File: src/rtl/pipe_stage_skid.sv
// Pipeline-stage register with valid/ready handshake and a one-entry skid buffer.
// in_ready is a flop, so downstream stalls never reach upstream combinationally.
module pipe_stage_skid #(
    parameter int unsigned        DATA_W      = 32,
    parameter logic [DATA_W-1:0]  RESET_DATA  = '0,
    parameter logic [DATA_W-1:0]  BUBBLE_DATA = '0,
    parameter int unsigned        CNT_W       = 16
) (
    input  logic              clk,
    input  logic              reset,
    input  logic              in_valid,
    output logic              in_ready,
    input  logic [DATA_W-1:0] in_data,
    input  logic              flush,
    output logic              out_valid,
    input  logic              out_ready,
    output logic [DATA_W-1:0] out_data,
    output logic [1:0]        occupancy,
    output logic [CNT_W-1:0]  stall_cycles
);

    localparam logic [CNT_W-1:0] CNT_MAX = {CNT_W{1'b1}};

    typedef enum logic [1:0] {
        EMPTY = 2'd0,
        ONE   = 2'd1,
        TWO   = 2'd2
    } state_t;

    state_t              state_q, state_d;
    logic [DATA_W-1:0]   main_q, main_d;
    logic [DATA_W-1:0]   skid_q, skid_d;
    logic                in_ready_q, out_valid_q;
    logic [1:0]          occ_q, occ_d;
    logic [CNT_W-1:0]    stall_q, stall_d;
    logic                accept, pop;

    assign accept = in_valid & in_ready_q;
    assign pop    = out_valid_q & out_ready;

    // Next-state and datapath; flush overrides every handshake.
    always_comb begin
        state_d = state_q;
        main_d  = main_q;
        skid_d  = skid_q;
        occ_d   = occ_q;
        stall_d = stall_q;

        if (out_valid_q && !out_ready && (stall_q != CNT_MAX)) begin
            stall_d = stall_q + CNT_W'(1);
        end

        if (flush) begin
            state_d = EMPTY;
            main_d  = BUBBLE_DATA;
        end else begin
            case (state_q)
                EMPTY: begin
                    if (accept) begin
                        main_d  = in_data;
                        state_d = ONE;
                    end
                end
                ONE: begin
                    if (accept && pop) begin
                        main_d = in_data;
                    end else if (accept) begin
                        skid_d  = in_data;
                        state_d = TWO;
                    end else if (pop) begin
                        main_d  = BUBBLE_DATA;
                        state_d = EMPTY;
                    end
                end
                TWO: begin
                    if (pop) begin
                        main_d  = skid_q;
                        state_d = ONE;
                    end
                end
                default: begin
                    state_d = EMPTY;
                    main_d  = BUBBLE_DATA;
                end
            endcase
        end

        case (state_d)
            ONE:     occ_d = 2'd1;
            TWO:     occ_d = 2'd2;
            default: occ_d = 2'd0;
        endcase
    end

    // Status outputs are flopped from the next state so they never lag the storage.
    always_ff @(posedge clk or posedge reset) begin
        if (reset) begin
            state_q     <= EMPTY;
            main_q      <= RESET_DATA;
            skid_q      <= '0;
            in_ready_q  <= 1'b1;
            out_valid_q <= 1'b0;
            occ_q       <= 2'd0;
            stall_q     <= '0;
        end else begin
            state_q     <= state_d;
            main_q      <= main_d;
            skid_q      <= skid_d;
            in_ready_q  <= (state_d != TWO);
            out_valid_q <= (state_d != EMPTY);
            occ_q       <= occ_d;
            stall_q     <= stall_d;
        end
    end

    assign in_ready     = in_ready_q;
    assign out_valid    = out_valid_q;
    assign out_data     = main_q;
    assign occupancy    = occ_q;
    assign stall_cycles = stall_q;

endmodule

File: config.mk
export PLATFORM = sky130hd
export DESIGN_NAME = pipe_stage_skid
export DESIGN_NICKNAME = d
export VERILOG_FILES = /design/src/rtl/pipe_stage_skid.sv
export SDC_FILE = /design/constraint.sdc
export NUM_CORES = 1
export LEC_CHECK = 0
export ABC_AREA = 1
export CAP_MARGIN = 30
export CORE_MARGIN = 10
export CORE_UTILIZATION = 45
export DETAILED_ROUTE_END_ITERATION = 12
export DONT_BUFFER_PORTS = 1
export SLEW_MARGIN = 20
export SYNTH_ARGS = -nofsm -noshare
export SYNTH_HDL_FRONTEND = slang
export SYNTH_SLANG_ARGS = --single-unit
File: constraint.sdc
create_clock -name clk -period 3.85 [get_ports clk]
set_clock_uncertainty 0.05 [all_clocks]
set_input_delay 0.1925 -clock clk [delete_from_list [all_inputs] [get_ports clk]]
set_output_delay 0.1925 -clock clk [all_outputs]
set_load 0.05 [all_outputs]
---- Yosys cells after proc, flatten, opt, wreduce, memory -nomap -nowiden ----
Cells that the tools add are included.
word-level totals
  output and inout port bits .............. 52
  input bits .............................. 37
  register bits ........................... 86
  logic and storage cells ................. 45
operators by class
  multiplexer cells ....................... 15
  reductions and logical operators ........ 8
  eq/ne operators ......................... 10
  add/sub/neg operators ................... 1
  bitwise gates (word level) .............. 4
operators by type and width
  cell                                                  count
  2-to-1 mux 32 bit                                     6
  case mux 32 bit (3 select lines)                      1
  adder 16 x 1 -> 16 bit (second input constant)        1
  != test 16 bit (second input constant)                1
  2-to-1 mux 2 bit                                      6
  != test 4 bit (second input constant)                 2
  AND reduction 4 bit                                   2
  != test 3 bit (second input constant)                 2
  case mux 2 bit (3 select lines)                       1
  equality test 2 x 1 -> 1 bit (second input constant)  2
  equality test 2 bit (second input constant)           2
  case mux 2 bit (2 select lines)                       1
  logical AND 1 bit                                     3
  AND 1 bit                                             2
  logical NOT 2 bit                                     1
  != test 2 bit (second input constant)                 1
  NOT 1 bit                                             2
  nonzero test 2 bit                                    1
  logical NOT 1 bit                                     1

---- Depth between registers and ports, before layout ----
Gate-level depths: netlist of the first run.
  depth in word-level cells ............... 8
  gate-level depth with buffers ........... 10
  gate-level depth less buffers ........... 9

---- Worst setup path before layout of the first run ----
OpenSTA, ideal clock, no wires.
  path kind ............................... reg2reg
  start point ............................. register stall_q[1], in the netlist stall_cycles[1]
  end point ............................... register stall_q[0], in the netlist stall_cycles[0]
  setup slack ............................. 2.004 ns
  library setup time ...................... 0.118 ns
  stages on the path, launching flop included .. 10
  arrival ................................. 1.678 ns
  clock period less this slack ............ 1.846 ns
  data required time ...................... 3.682 ns
  buffers on the path ..................... 1
  cell sequence ........................... dfrtp_1 -> ha_1 -> nand3_2 -> nor2_4 -> nand2_2 -> nand2_4 -> inv_4 -> buf_6 -> nand2_1 -> nand2_1
on the way
  longest elaborated chain between the ends .. 2
RTL lines
  item                      RTL line  text
  start: declaration        35        logic [CNT_W-1:0] stall_q, stall_d;
  start signal: assignment  112       stall_q <= stall_d;
  != test 16 bit            49        if (out_valid_q && !out_ready && (stall_q != CNT_MAX)) begin
  logical AND 1 bit         49
No other way between the ends.
A chain may end at the register's enable or synchronous reset.

---- Worst setup path after layout of the first run ----
  start point ............................. register out_valid_q, in the netlist out_valid
  end point ............................... register main_q[3], in the netlist out_data[3]
on the way
  longest elaborated chain between the ends .. 5
RTL lines
  item                              RTL line  text
  start: declaration                33        logic in_ready_q, out_valid_q;
  start signal: assignment          110       out_valid_q <= (state_d != EMPTY);
  AND 1 bit *                       39        assign pop = out_valid_q & out_ready;
  logical AND 1 bit                 65        if (accept && pop) begin
  2-to-1 mux 32 bit                 65
  case mux 32 bit (3 select lines)  57        case (state_q)
  2-to-1 mux 32 bit                 53        if (flush) begin
  end signal: assignment            107       main_q <= main_d;
  end: declaration                  31        logic [DATA_W-1:0] main_q, main_d;
Every way passes the cells marked *; elsewhere a longest branch is shown, timed or not.

==> results of run 1 <==
[layout make-up]
cell class / instances / area, um2
fill: 895 / 4390
clock buffer: 10 / 138
multi-input combinational: 402 / 1840
timing repair buffer: 39 / 388
inverter: 56 / 214
clock inverter: 6 / 46.3
tap: 129 / 161
sequential: 86 / 2150
[metrics by stage]
step                      setup slack (ns)  instances  power [mW]  hold WS [ns]   util
after global routing                 0.818        728        2.94        0.0385  0.529
after global placement                1.17        678        2.13         0.275  0.472
after detailed placement              1.12        679        2.15         0.115  0.474
final                                 1.13        728        2.76        0.0361  0.529
after floorplan                       1.39        570        2.01         0.296      -
after CTS                             1.07        728        2.79        0.0294  0.529
[state kept, by name, summed over array words and instances, names as in the netlist]
signal / flops
occupancy: 2
out_valid: 1
stall_cycles: 16
out_data: 32
in_ready: 1
skid_q: 32
state_q: 2
[metal layers]
layer,global-route usage,vias to the layer above,part of all wire
li1,-,1860,-
met1,0.209,1699,0.45
met2,0.260,81,0.46
met3,0.0519,12,0.072
met4,0.0479,0,0.012
met5,0,-,0
[power groups by stage]
stage | registers (mW) | logic (mW) | clock network (mW)
floorplan | 1.59 | 0.421 | 0
global placement | 1.64 | 0.486 | 0
detailed placement | 1.65 | 0.507 | 0
CTS | 1.63 | 0.538 | 0.621
global route | 1.66 | 0.619 | 0.663
finish | 1.63 | 0.529 | 0.603
[Yosys cell counts]
cell,n,area share
nand2_1,242,0.21
dfrtp_1,85,0.49
inv_1,52,0.045
nand3_1,41,0.047
o211ai_1,32,0.055
o21ai_1,32,0.037
nor2_1,24,0.021
buf_2,12,0.014
clkbuf_1,9,0.0078
o21ai_0,7,0.0081
nand4_1,6,0.0087
xnor2_1,6,0.012
buf_4,3,0.0052
inv_2,3,0.0026
nand2_2,3,0.0043
buf_6,2,0.0052
nand3_2,2,0.0046
nor2_2,2,0.0029
nor2_4,2,0.0052
a21oi_1,1,0.0012
dfstp_2,1,0.0061
ha_1,1,0.0029
inv_4,1,0.0014
nand2_4,1,0.0026
[cell families (layout without fill, tap and decap cells)]
group	after synthesis	in the layout	share of synthesized area
compound gates	72	72	0.102
xor+xnor	6	6	0.0121
fa+ha+maj	1	1	0.00288
buf+inv	82	111	0.0811
flops	86	86	0.497
simple gates	323	323	0.306
[worst paths after layout]
path | from | to | slack, ns
setup / recovery | out_valid | out_data[3] | 1.13
hold reg to reg | skid_q[5] | skid_q[5] | 0.45
min in group asynchronous | reset | stall_cycles[2] | 0.30
max in group asynchronous | reset | out_data[30] | 2.63
setup reg to reg | out_valid | out_data[3] | 1.13
hold / removal | out_ready | stall_cycles[10] | 0.04
[worst reg2reg max path: stages (launching register included)]
cell	delay [ns]
dfrtp_1	0.72
a21oi_1	0.25
nand3_1	0.14
nand2_2	0.43
nor2_4	0.81
nand2_1	0.17
nand2_1	0.09
==> flow_metrics.py, run 1 <==
metrics = {
    "finish": {
        "layout_commonest_cell": "nand2_1",
        "final_nets": 632,
        "diodes": 0,
        "design_area_mm2": 0.00494,
        "final_cell_mix": "nand2_1, dfrtp_1, inv_1",
        "drive_above_1_share": 0.0668,
        "syn_to_final_growth_pct": 13.8,
    },
    "timing": {
        "maxSlewViolCount": 0,
        "worstMarginPinSlew_ns": 0.809,
        "max_freq_mhz": 368,
        "finalCritPeriodShare": 0.705,
        "post-route-min-period_ns": 2.72,
        "rsz0062_at_grt": "false",
        "slew_headroom": 0.459,
        "hold_violations": 0,
        "setup_tns_ns": 0,
        "setup_viol": 0,
    },
    "cts": {
        "worstSkewPairLatency_ns": 0.36,
        "cts_root_buf": "clkbuf_8",
        "post_cts_buffers": 0,
        "clock-sinks": 86,
        "post_cts_resized": 0,
        "htreeDepth": 3,
        "clk_pin_slew_ns": 0.09,
        "postCtsHoldBufs": 33,
        "cts_buffers": 9,
        "cts_buffer_depth": 2,
        "cts_tree": "done",
    },
    "worst_setup_path": {
        "critPathMaxFanout": 33,
        "path_class": "flop to flop",
        "worst-path-buf-inv": 0,
        "worstPathArrival_ns": 2.96,
        "required_ns": 4.09,
        "slowest_stage": "nor2_4",
        "critPathMaxStageDelay_ns": 0.80,
        "crit_chain": "a21oi_1, nand3_1, nand2_2, nor2_4, nand2_1, nand2_1",
        "critPathTopFamily": "simple AND/OR/NAND/NOR gates",
        "start_kind": "flop",
        "crit_path_end_kind": "flop",
        "cpMostUsedCell": "nand2_1",
        "worstRegToRegCells": 6,
        "crit_cells": 6,
    },
    "routing": {
        "drt_wl_total_um": 11400,
        "via_per_inst": 5.02,
        "drcViolationCount": 0,
        "routedWlPerCell_um": 15.7,
        "ant_nets": 0,
        "first_pass_iters": 4,
        "drt-initial-drc-count": 217,
        "vias": 3652,
    },
    "global_route": {
        "grt_first_pass_wirelength_um": 19100,
        "grt-ovfl-total": 0,
        "grtUsageTotal": 0.164,
        "grt_start_max_net_pins": 41,
        "antenna_found_initial": 0,
        "grt_pass1_vias": 3664,
    },
    "floorplanning": {
        "die_h_um": 118,
        "core_area_mm2": 0.00933,
        "die-width_um": 118,
        "fp-row-count": 35,
        "ios": 89,
        "die_area_mm2": 0.0140,
        "start_util": 0.465,
    },
    "power_and_ir_drop": {
        "switching_share": 0.419,
        "p_int_mw": 1.60,
        "p_leak_nw": 2.39,
        "combPwrFrac": 0.192,
        "pwr-share-seq": 0.589,
        "p_sw_mw": 1.16,
        "clkPwrFrac": 0.219,
        "p_per_area_mw_per_mm2": 559,
        "ir_worst_vdd_mv": 0.274,
    },
    "yosys": {
        "ys_ff_latch": 86,
        "synth.avg_cell_area_um2": 7.61,
        "ys_seq_area_frac": 0.497,
        "ys_warn_count": 0,
        "syn_inst": 570,
        "syn-cell-area_mm2": 0.00434,
        "synth.distinct_cells": 24,
        "syn-num-nets": 608,
    },
    "hold_path": {
        "hold_class": "input pin to flop",
        "whs_path_depth": 3,
    },
    "placed_design": {
        "gp_congestion": 0.827,
        "dp_hpwl_um": 7380,
        "io_buffers": 0,
        "placed_area_mm2": 0.00442,
    },
    "flow_run": {
        "max_cap_violations": 0,
    },
    "status": {
        "status": "finished clean",
    },
}
Note: power is estimated with default switching activity, not from simulation.
==> inputs of run 2 (changes only) <==
==> constraint.sdc (replaced) <==
create_clock -name clk -period 2.3 [get_ports clk]
set_clock_uncertainty 0.05 [all_clocks]
set_input_delay 0.115 -clock clk [delete_from_list [all_inputs] [get_ports clk]]
set_output_delay 0.115 -clock clk [all_outputs]
set_load 0.05 [all_outputs]
==> run 2 against run 1 <==
Clock-buffer cell count stayed put. Routed wire length is 3.0% lower. Flip-flop and latch count stayed put. Total power is 74% higher. Critical path depth stayed put. Core utilization is 2.2 points higher. Via count is 4.3% higher. Sequential share of layout area is 1.7 points lower. Non-clock buffer count is 23 higher. Combinational power is 110% higher. Worst hold slack better by 0.0082 ns. Final cell count is 3.2% higher.
==> flow_metrics.py, run 2 (same netlist as run 1, synthesis figures left out) <==
metrics = {
    "finish": {
        "fin_util": 0.551,
        "final_cell_mix": "nand2_1, dfrtp_1, inv_1",
        "fillCellCount": 889,
        "final_nets": 655,
        "syn_to_final_growth_pct": 18.6,
        "diodes": 0,
        "layout_commonest_cell": "nand2_1",
        "instances_no_fill": 751,
        "drive_above_1_share": 0.0981,
    },
    "floorplanning": {
        "die-width_um": 118,
        "core_area_mm2": 0.00933,
        "die_h_um": 118,
        "fp-row-count": 35,
        "start_util": 0.465,
        "die_area_mm2": 0.0140,
        "ios": 89,
    },
    "routing": {
        "drt_wl_total_um": 11100,
        "ant_nets": 0,
        "via_per_inst": 5.07,
        "drt-initial-drc-count": 244,
        "vias": 3808,
        "first_pass_iters": 5,
        "drcViolationCount": 0,
        "routedWlPerCell_um": 14.8,
    },
    "cts": {
        "clk_pin_slew_ns": 0.09,
        "postCtsHoldBufs": 35,
        "post_cts_resized": 0,
        "cts_root_buf": "clkbuf_8",
        "cts_buffers": 9,
        "worstSkewPairLatency_ns": 0.35,
        "cts_buffer_depth": 2,
        "post_cts_buffers": 0,
        "htreeDepth": 3,
        "cts_tree": "done",
        "clock-sinks": 86,
    },
    "power_and_ir_drop": {
        "ir_worst_vdd_mv": 0.491,
        "p_leak_nw": 2.51,
        "p_per_area_mw_per_mm2": 934,
        "p_int_mw": 2.86,
        "switching_share": 0.405,
        "p_sw_mw": 1.95,
        "pwr-share-seq": 0.535,
        "clkPwrFrac": 0.231,
        "combPwrFrac": 0.234,
    },
    "timing": {
        "rsz0062_at_grt": "false",
        "setup_viol": 0,
        "worstMarginPinSlew_ns": 0.795,
        "max_freq_mhz": 552,
        "setup_ws_ns": 0.487,
        "hold_violations": 0,
        "setup_tns_ns": 0,
        "post-route-min-period_ns": 1.81,
        "slew_headroom": 0.469,
        "finalCritPeriodShare": 0.788,
        "maxSlewViolCount": 0,
    },
    "worst_setup_path": {
        "path_class": "flop to flop",
        "critPathMaxFanout": 32,
        "worstPathArrival_ns": 2.06,
        "start_kind": "flop",
        "crit_path_end_kind": "flop",
        "crit_chain": "nand2_1, nand3_1, nand2_2, nor2_4, nand2_1, nand2_1",
        "slowest_stage": "nor2_4",
        "critPathMaxStageDelay_ns": 0.61,
        "required_ns": 2.54,
        "crit_path_start": "in_ready",
        "crit-reg2reg-launch": "in_ready",
        "cpMostUsedCell": "nand2_1",
    },
    "global_route": {
        "grt_pass1_vias": 3764,
        "antenna_found_initial": 0,
        "grt_first_pass_wirelength_um": 19100,
        "grt_start_max_net_pins": 87,
        "grtUsageTotal": 0.162,
        "grt-ovfl-total": 0,
    },
    "placed_design": {
        "pre_cts_slack_ns": 0.460,
        "gp_congestion": 0.777,
        "dp_hpwl_um": 7230,
        "placed_cells": 700,
        "io_buffers": 0,
    },
    "flow_run": {
        "max_cap_violations": 0,
    },
    "status": {
        "status": "finished clean",
    },
    "hold_path": {
        "hp-start": "out_ready",
        "hold_class": "input pin to flop",
    },
}
## run 2: changes by cell type in the layout (fill, tap and decap cells not counted)
cell           delta
clkinvlp_4        +1
clkinv_2          -2
bufinv_16         +1
buf_4            +21
inv_6             -1
clkinv_4          +1
dlygate4sd3_1     +2
## run 2: worst max-delay path, delay by kind of cell (launching register included)
kind,cells,cell delay (ns)
flops,1,0.54
simple gates,6,1.15
## run 2: power groups by stage
stage	logic, mW	registers, mW	clock network, mW
floorplan	0.705	2.66	0
global placement	1.05	2.58	0
detailed placement	1.08	2.60	0
CTS	1.14	2.57	1.15
global route	1.29	2.63	1.21
finish	1.12	2.57	1.11
## run 2: metal layers
layer / wire [um] / up-vias / track usage
met5: 0 / - / 0
met4: 175 / 0 / 0.0549
li1: - / 1907 / -
met2: 5000 / 105 / 0.255
met1: 5180 / 1783 / 0.211
met3: 723 / 13 / 0.0400
## run 2: worst paths after layout
kind | to | slack, ns | depth (start not counted)
setup reg to reg | out_data[28] | 0.49 | 6
setup / recovery | out_data[28] | 0.49 | 6
hold / removal | in_ready | 0.04 | 2
max in group asynchronous | in_ready | 1.52 | 3
min in group asynchronous | stall_cycles[15] | 0.32 | 3
hold reg to reg | skid_q[6] | 0.45 | 2
## run 2: area by class of cell
class                      instances  area (um2)  share of cell area
multi-input combinational        402        1840               0.357
inverter                          56         216              0.0421
clock buffer                      10         138              0.0268
clock inverter                     6        71.3              0.0139
sequential                        86        2150               0.419
tap                              129         161              0.0314
timing repair buffer              62         566               0.110
## run 2: through the flow
stage / hold WS (ns) / area, um2 / power, mW
floorplan: 0.219 / 4340 / 3.37
global placement: 0.109 / 4580 / 3.63
detailed placement: 0.113 / 4580 / 3.68
CTS: 0.0240 / 5140 / 4.86
global route: 0.0497 / 5140 / 5.13
finish: 0.0443 / 5140 / 4.80
==> inputs of run 3 (changes only) <==
==> constraint.sdc (replaced) <==
create_clock -name clk -period 1.55 [get_ports clk]
set_clock_uncertainty 0.05 [all_clocks]
set_input_delay 0.0775 -clock clk [delete_from_list [all_inputs] [get_ports clk]]
set_output_delay 0.0775 -clock clk [all_outputs]
set_load 0.05 [all_outputs]
==> run 3 against run 2 <==
The run now ends with negative setup slack left. Core utilization is 9.4 points higher. Worst setup slack worse by 0.51 ns. Final area is 17% higher. Fmax is 15% higher. Via count is 9.9% higher. Routed wire length is 22% higher. Clock power is 65% higher. Register-to-register slack worse by 0.51 ns. Flip-flop and latch count stayed put. Largest power group unchanged.
==> flow_metrics.py, run 3 (same netlist as run 1, synthesis figures left out) <==
metrics = {
    "routing": {
        "ant_nets": 0,
        "drt-initial-drc-count": 272,
        "drt_wl_total_um": 13600,
        "vias": 4184,
        "routedWlPerCell_um": 17.0,
        "drcViolationCount": 0,
        "via_per_inst": 5.26,
        "first_pass_iters": 5,
    },
    "cts": {
        "clock-sinks": 86,
        "htreeDepth": 3,
        "cts_buffers": 9,
        "cts_tree": "done",
        "cts_buffer_depth": 2,
        "clk_pin_slew_ns": 0.09,
        "worstSkewPairLatency_ns": 0.37,
        "cts_root_buf": "clkbuf_8",
    },
    "worst_setup_path": {
        "crit_path_end_kind": "flop",
        "cpMostUsedCell": "buf_6",
        "slowest_stage": "dfrtp_1",
        "rrSetupSlack_ns": -0.02,
        "crit-reg2reg-launch": "state_q[0]",
        "worstRegToRegCells": 8,
        "critPathMaxFanout": 8,
        "crit_chain": "buf_6, buf_6, inv_4, nor2_4, nand3_4, clkbuf_16, nand2_1, o21ai_1",
        "critPathMaxStageDelay_ns": 0.39,
        "reg2reg_to": "skid_q[19]",
        "worstPathArrival_ns": 1.78,
        "required_ns": 1.76,
        "path_class": "flop to flop",
        "start_kind": "flop",
    },
    "hold_path": {
        "hp-start": "flush",
        "whs_path_depth": 3,
        "hold_class": "input pin to flop",
        "min_to": "in_ready",
    },
    "finish": {
        "final_cell_mix": "nand2_1, dfrtp_1, inv_1",
        "design_area_mm2": 0.00602,
        "fillCellCount": 794,
        "diodes": 0,
        "layout_commonest_cell": "nand2_1",
        "final_nets": 699,
        "syn_to_final_growth_pct": 38.8,
        "drive_above_1_share": 0.258,
    },
    "timing": {
        "max_freq_mhz": 637,
        "hold_violations": 0,
        "slew_headroom": 0.659,
        "finalCritPeriodShare": 1.01,
        "setup_viol": 14,
        "post-route-min-period_ns": 1.57,
        "maxSlewViolCount": 0,
        "rsz0062_at_grt": "true",
        "fin_worst_hold_slack_ns": 0.0604,
        "worstMarginPinSlew_ns": 0.512,
        "setup_ws_ns": -0.0204,
    },
    "placed_design": {
        "dp_hpwl_um": 7650,
        "gp_congestion": 0.839,
        "placed_area_mm2": 0.00482,
        "io_buffers": 0,
    },
    "global_route": {
        "grt_start_max_net_pins": 87,
        "grt-ovfl-total": 0,
        "antenna_found_initial": 0,
        "grt_first_pass_wirelength_um": 20300,
        "grtUsageTotal": 0.174,
        "grt_pass1_vias": 4004,
    },
    "status": {
        "violations": "negative setup slack",
        "status": "finished, violations left",
    },
    "power_and_ir_drop": {
        "p_leak_nw": 2.85,
        "p_per_area_mw_per_mm2": 1350,
        "p_sw_mw": 3.25,
        "p_int_mw": 4.90,
        "pwr-share-seq": 0.457,
        "switching_share": 0.399,
        "clkPwrFrac": 0.225,
        "combPwrFrac": 0.318,
        "p_total_mw": 8.15,
        "ir_worst_vdd_mv": 0.630,
    },
    "floorplanning": {
        "die-width_um": 118,
        "ios": 89,
        "die_area_mm2": 0.0140,
        "core_area_mm2": 0.00933,
        "start_util": 0.465,
        "die_h_um": 118,
        "fp-row-count": 35,
    },
    "flow_run": {
        "max_cap_violations": 0,
    },
}
[run 3: worst max path at each step]
stage          startpoint            to  slack, ns
5_1_grt          in_ready  out_data[19]      -0.11
4_1_cts          in_ready  out_data[27]      -0.03
2_1_floorplan    in_ready   out_data[0]      -0.02
3_3_place_gp   state_q[1]  out_data[28]      -0.17
6_report       state_q[0]    skid_q[19]      -0.02
3_5_place_dp     in_ready  out_data[28]      -0.23
[run 3: worst max-delay path: cells and delay by family (launching register included)]
| family | cells | cell delay, ns |
|---|---|---|
| buffers and inverters | 4 | 0.48 |
| DFF | 1 | 0.39 |
| and+or+nand+nor | 3 | 0.47 |
| AOI/OAI and AO/OA | 1 | 0.06 |
[run 3: layout make-up]
| type | count | area (um2) | share of cell area |
|---|---|---|---|
| Inverter | 56 | 219 | 0.0364 |
| Multi-Input combinational cell | 403 | 2110 | 0.351 |
| Clock inverter | 6 | 95.1 | 0.0158 |
| Sequential cell | 86 | 2170 | 0.360 |
| Tap cell | 129 | 161 | 0.0268 |
| Clock buffer | 10 | 138 | 0.0229 |
| Timing Repair Buffer | 105 | 1130 | 0.187 |
[run 3: power by group through the flow]
stage               clock network [mW]  logic, mW  registers (mW)
detailed placement                   0       1.97            3.70
floorplan                            0       1.06            3.98
global route                      1.97       2.84            3.81
global placement                     0       1.91            3.68
CTS                               1.86       2.14            3.66
finish                            1.83       2.59            3.72
[run 3: stage by stage]
step                utilization  worst slack, ns  instances  TNS [ns]
finish                    0.645          -0.0204        795    -0.100
global route              0.645           -0.105        795     -3.86
CTS                       0.588          -0.0258        776   -0.0924
detailed placement        0.517           -0.230        720     -6.32
global placement          0.517           -0.172        720     -4.06
floorplan                     -          -0.0168        570    -0.747
[run 3: what timing repair did]
item                                   in CTS  in global routing
gates resized for setup                     2                 83
hold buffers                               35                  0
setup endpoints to repair                  32                 75
pin swaps                                   2                 31
gates cloned                                1                 10
endpoints found under the hold margin     153                  0
buffers inserted                            4                  9
[run 3: metal layers]
| metal | global-route usage | routed length, um |
|---|---|---|
| met1 | 0.217 | 5780 |
| met3 | 0.0409 | 873 |
| met4 | 0.0649 | 264 |
| met5 | 0 | 0 |
| met2 | 0.285 | 6640 |
